[src/rtl/io_bank_pkg.sv]
// Shared field layout and input-mode encoding for the parametrised eFPGA edge IO bank.
package io_bank_pkg;
    localparam int CFG_BITS_PER_CH = 8;
    localparam int IN_MODE_LSB     = 0;
    localparam int OUT_REG_BIT     = 2;
    localparam int EN_BIT          = 3;
    localparam int CBIT_LSB        = 4;
    localparam int CBIT_W          = 4;

    typedef enum logic [1:0] {
        IM_DIRECT = 2'd0,
        IM_REG    = 2'd1,
        IM_SYNC   = 2'd2,
        IM_PULSE  = 2'd3
    } in_mode_e;
endpackage

[src/rtl/io_bank_chan.sv]
// One pad channel: input capture/sync/pulse path, optional output+tristate registers, enable gating.
// Latency 0..3 cycles depending on in_mode; no backpressure, flops clock every cycle.
module io_bank_chan
    import io_bank_pkg::*;
(
    input  logic                       clk,
    input  logic                       rst,
    input  logic [CFG_BITS_PER_CH-1:0] cfg,
    input  logic                       fab_i,
    input  logic                       fab_t,
    input  logic                       o_top,
    output logic                       fab_o,
    output logic                       fab_q,
    output logic                       i_top,
    output logic                       t_top,
    output logic [CBIT_W-1:0]          c_bit
);
    in_mode_e mode;
    logic     en;
    logic     out_reg;
    logic     sync1;
    logic     sync2;
    logic     hist;
    logic     pulse;
    logic     out_r;
    logic     t_r;
    logic     mode_o;

    assign mode    = in_mode_e'(cfg[IN_MODE_LSB +: 2]);
    assign en      = cfg[EN_BIT];
    assign out_reg = cfg[OUT_REG_BIT];

    // sync1 doubles as the always-on fab_Q capture flop.
    always_ff @(posedge clk) begin
        if (rst) begin
            sync1 <= 1'b0;
            sync2 <= 1'b0;
            hist  <= 1'b0;
            pulse <= 1'b0;
            out_r <= 1'b0;
            t_r   <= 1'b1;
        end else begin
            sync1 <= o_top;
            sync2 <= sync1;
            hist  <= sync2;
            pulse <= sync2 & ~hist;
            out_r <= fab_i;
            t_r   <= fab_t;
        end
    end

    always_comb begin
        mode_o = 1'b0;
        case (mode)
            IM_DIRECT: mode_o = o_top;
            IM_REG:    mode_o = sync1;
            IM_SYNC:   mode_o = sync2;
            IM_PULSE:  mode_o = pulse;
            default:   mode_o = 1'b0;
        endcase
    end

    // Tristate shares the data path's registration so I and T stay cycle-aligned.
    assign fab_o = en & mode_o;
    assign fab_q = en & sync1;
    assign i_top = en & (out_reg ? out_r : fab_i);
    assign t_top = ~en | (out_reg ? t_r : fab_t);
    assign c_bit = cfg[CBIT_LSB +: CBIT_W];
endmodule

[src/rtl/io_bank_cfg_n.sv]
// NUM_CH-channel edge IO bank: frame-written config register file plus per-channel datapaths.
// Config takes effect from the capturing edge; frame/clock signals pass through combinationally.
module io_bank_cfg_n
    import io_bank_pkg::*;
#(
    parameter int NUM_CH     = 4,
    parameter int FRAME_BITS = 32,
    parameter int MAX_FRAMES = 20
) (
    input  logic                    UserCLK,
    input  logic                    Reset,
    output logic                    UserCLKo,
    input  logic [FRAME_BITS-1:0]   FrameData,
    output logic [FRAME_BITS-1:0]   FrameData_O,
    input  logic [MAX_FRAMES-1:0]   FrameStrobe,
    output logic [MAX_FRAMES-1:0]   FrameStrobe_O,
    input  logic [NUM_CH-1:0]       fab_I,
    input  logic [NUM_CH-1:0]       fab_T,
    output logic [NUM_CH-1:0]       fab_O,
    output logic [NUM_CH-1:0]       fab_Q,
    input  logic [NUM_CH-1:0]       O_top,
    output logic [NUM_CH-1:0]       I_top,
    output logic [NUM_CH-1:0]       T_top,
    output logic [NUM_CH*CBIT_W-1:0] C_bit
);
    localparam int CFG_W = NUM_CH * CFG_BITS_PER_CH;

    if (NUM_CH < 1 || NUM_CH > 16 || CFG_W > FRAME_BITS * MAX_FRAMES) begin : g_bad_params
        $error("io_bank_cfg_n: NUM_CH must be 1..16 and NUM_CH*8 must fit in FRAME_BITS*MAX_FRAMES");
    end

    logic [CFG_W-1:0] cfg;
    logic [CFG_W-1:0] cfg_nxt;

    assign UserCLKo      = UserCLK;
    assign FrameData_O   = FrameData;
    assign FrameStrobe_O = FrameStrobe;

    // Bit k lives in frame k/FRAME_BITS at row position k%FRAME_BITS; all strobed frames load together.
    for (genvar k = 0; k < CFG_W; k++) begin : g_cfg_bit
        assign cfg_nxt[k] = FrameStrobe[k / FRAME_BITS] ? FrameData[k % FRAME_BITS] : cfg[k];
    end

    always_ff @(posedge UserCLK) begin
        if (Reset) begin
            cfg <= '0;
        end else begin
            cfg <= cfg_nxt;
        end
    end

    for (genvar c = 0; c < NUM_CH; c++) begin : g_chan
        io_bank_chan u_chan (
            .clk   (UserCLK),
            .rst   (Reset),
            .cfg   (cfg[c*CFG_BITS_PER_CH +: CFG_BITS_PER_CH]),
            .fab_i (fab_I[c]),
            .fab_t (fab_T[c]),
            .o_top (O_top[c]),
            .fab_o (fab_O[c]),
            .fab_q (fab_Q[c]),
            .i_top (I_top[c]),
            .t_top (T_top[c]),
            .c_bit (C_bit[c*CBIT_W +: CBIT_W])
        );
    end
endmodule

[config.mk]
export PLATFORM = sky130hd
export DESIGN_NAME = io_bank_cfg_n
export DESIGN_NICKNAME = d
export VERILOG_FILES = /design/src/rtl/io_bank_pkg.sv /design/src/rtl/io_bank_chan.sv /design/src/rtl/io_bank_cfg_n.sv
export SDC_FILE = /design/constraint.sdc
export NUM_CORES = 1
export LEC_CHECK = 0
export BUFFER_PORTS_ARGS = -buffer_cell sky130_fd_sc_hd__buf_4
export CAP_MARGIN = 20
export CELL_PAD_IN_SITES_DETAIL_PLACEMENT = 1
export CELL_PAD_IN_SITES_GLOBAL_PLACEMENT = 1
export CORE_MARGIN = 1.5
export CORE_UTILIZATION = 34
export CTS_CLUSTER_DIAMETER = 60
export DETAILED_ROUTE_END_ITERATION = 8
export GPL_TIMING_DRIVEN = 0
export PLACE_DENSITY = 0.95
export SLEW_MARGIN = 10
export SYNTH_ARGS = -nofsm -noshare
export SYNTH_HDL_FRONTEND = slang
export SYNTH_HIERARCHICAL = 1
export SYNTH_SLANG_ARGS = --single-unit
[constraint.sdc]
create_clock -name UserCLK -period 3.16 [get_ports UserCLK]
set_input_delay 0.158 -clock UserCLK [delete_from_list [all_inputs] [get_ports UserCLK]]
set_output_delay 0.158 -clock UserCLK [all_outputs]
set_load 0.01 [all_outputs]
# After elaboration in Yosys (flattened, before gate mapping)
# Cells that the tools add are included.
# op_classes
n_eq_ne,12
mux,12
n_bitwise,28
n_reduce_logical,4
# ops
op,n
$and 1x1->1,16
$eq 2x2->1 const B,8
$pmux 1 s4,4
$eq 2x1->1 const B,4
$logic_not 2->1,4
$mux 1,8
$not 1->1,8
$or 1x1->1,4
# word_totals
regBits,56
inputBits,66
out_inout_bits,85
wordCells,81

# Longest topological paths before layout
# depth
depth_word,3
ltp_mapped,4
mapped_depth_nobuf,2

# Hierarchy
# The synthesis kept the hierarchy.
# modules_own_cells
mod,instances,cells_each,area_each_um2,seq_area_each_um2
io_bank_cfg_n,1,156,1561.5,640.6
io_bank_chan,4,23,252.7,120.1

==> impl_results.md <==
- Setup violators final: 0
- Mapped Cells: 248
- Die Area: 0.00810 mm²
- TNS Setup: 0 ns
- R2R setup slack: 2.45 ns
- Max-cap violations: 0
- Multi-input combinational cell area: 851 µm²
- Final Slew Violations: 0
- Seq/Total Area, Yosys: 43.6%
- Mean post-synth cell area: 10.4 µm²
- # resized after CTS: 0
- First-pass GRT wire length: 12000 µm
- CP Max Fanout: 2
- Crit Path Category: clk2out
- Total congestion overflow: 0
- Fin cells: 516
- RR Endpoint: g_chan[2].u_chan/pulse
- Most common cell after layout, fill and taps aside: buf_4
- Vias: 2207
- Fin nets: 482
- Clk_skew: 0.00115 ns
- Vias in the first global route: 2538
- Setup Fix Bufs, Post-CTS: 0
- Layout cells sized above 1: 53.2%
- Rel. slew slack: 68.7%
- Die Ht: 90.0 µm
- Total track usage: 18.6%
- Measured slew at the worst slew-check pin: 0.469 ns
- Final wirelength: 7480 µm
- CTS clock-pin slew for the worst setup and hold paths: 0.10 ns
- Fill count: 846
- Final HPWL DP: 5340 µm
- Dpl cells: 477
- Area Overhead vs Synth: 58.8%
- Drt pass-1 iters: 3
- # rows: 31
- Critical Path Start Type: clock port
- FF+latch area: 0.00112 mm²
- Via density: 4.28
- Worst Reg-to-Reg Cells: 2
- IO Pins: 151
- Most frequent cells in the layout: buf_4 (199), dfxtp_1 (56), mux2i_1 (40)
- Status: completed
- WHS Path Cells: 3
- Synthesized flop and latch total: 56
- Worst-Skew Late Latency: 0.40 ns
- Fin util: 56.0%
- WL/cell: 14.5 µm
- RSZ-0062 raised after global routing: false
- Worst hold endpoint: cfg[8]
- Drt first-iter violations: 37
- Port Buf Inserts: 130
- CP required: 3.00 ns
- Final hold vios: 0
- Clock tree from TritonCTS: yes
- Post-synth cell types: 12
- VDD IR-drop max: 0.000170 V
- # diodes: 0
- Min-delay src: FrameData[8]
- Critical R2R Launch: g_chan[2].u_chan/sync2
- Synth warn: 6
- Die width: 90.0 µm
- Initial Utilization: 35.3%
- Synth Net Count: 314
- Core ar.: 0.00729 mm²
- Syn Std Cell Area: 0.00257 mm²
- Initial antenna violation count: 0
- Post-route ant nets: 0
- Leak pwr: 2.05 nW
- Power, Total: 0.00167 W
- GPL Wtd Cong: 0.699
- Pin count of the biggest net entering global routing: 26
- Crit. End Element: output port
- Class of the worst hold path: in2reg
- Crit path DAT: 2.05 ns
- Drt drc: 0
- PwrDens: 408 mW/mm²
[flip-flops by register name, indices dropped and copies added, names as in the netlist]
name / cells
cfg: 32
g_chan.u_chan/hist: 4
g_chan.u_chan/out_r: 4
g_chan.u_chan/pulse: 4
g_chan.u_chan/sync1: 4
g_chan.u_chan/sync2: 4
g_chan.u_chan/t_r: 4
[cells in the mapped netlist]
| cell | instances | area, µm² |
|---|---|---|
| mux4_2 | 4 | 90.1 |
| nor2b_1 | 24 | 150 |
| dfxtp_1 | 56 | 1120 |
| nand2_1 | 4 | 15.0 |
| nor2_1 | 32 | 120 |
| mux2i_1 | 40 | 400 |
| buf_12 | 3 | 60.1 |
| clkbuf_1 | 3 | 11.3 |
| or2_2 | 4 | 25.0 |
| buf_4 | 69 | 518 |
| and2_1 | 8 | 50.1 |
| buf_6 | 1 | 11.3 |
[worst max-delay path, cell delays in order]
cell and delay [ns]:
clkbuf_8 0.11, clkbuf_8 0.11, buf_4 0.11, buf_4 0.13
[cell families after synthesis]
group | count (synthesis) | share of synthesized area [%]
buffers and inverters | 76 | 23.3
flip-flops | 56 | 43.6
multiplexers | 44 | 19.1
AND/OR/NAND/NOR | 72 | 14.0
[per-stage QoR]
stage / setup slack (ns) / hold slack (ns) / cell area, µm²
after CTS: 0.946 / 0.0000110 / 4080
after global placement: 1.19 / 0.332 / 3670
after floorplan: 1.30 / 0.230 / 2570
after global routing: 0.937 / 0.00375 / 4090
after detailed placement: 1.19 / 0.332 / 3670
final: 0.953 / 0.00964 / 4090
[timing repair]
action / CTS / global route
endpoints found under the setup margin: 0 / 0
hold endpoints to repair: 27 / 1
hold buffers: 27 / 1
[power breakdown]
group / internal (W) / switching (W) / total [W]
Combinational: 0.000229 / 0.000134 / 0.000364
Clock: 0.000270 / 0.000268 / 0.000539
Sequential: 0.000743 / 0.0000234 / 0.000766
Total: 0.00124 / 0.000426 / 0.00167
[worst max path at each step]
stage          depth (start not counted)    start  endpoint  slack [ns]
2_1_floorplan                          1  UserCLK  UserCLKo        1.30
4_1_cts                                4  UserCLK  UserCLKo        0.95
3_3_place_gp                           2  UserCLK  UserCLKo        1.19
6_report                               4  UserCLK  UserCLKo        0.95
3_5_place_dp                           2  UserCLK  UserCLKo        1.19
5_1_grt                                4  UserCLK  UserCLKo        0.94
[area by class of cell]
class	instances	share of cell area [%]
Multi-Input combinational cell	116	20.8
Buffer	76	14.7
Clock buffer	9	2.88
Timing Repair Buffer	157	30.6
Tap cell	99	3.03
Clock inverter	3	0.551
Sequential cell	56	27.4
[per-layer routing]
metal | wire length (µm) | global-route usage (%) | vias to the layer above
li1 | - | - | 1057
met1 | 2720 | 17.5 | 1043
met2 | 4120 | 36.6 | 101
met3 | 586 | 6.77 | 6
met4 | 58 | 5.82 | 0
met5 | 0 | 0 | -
Note: power is estimated with default switching activity, not from simulation.
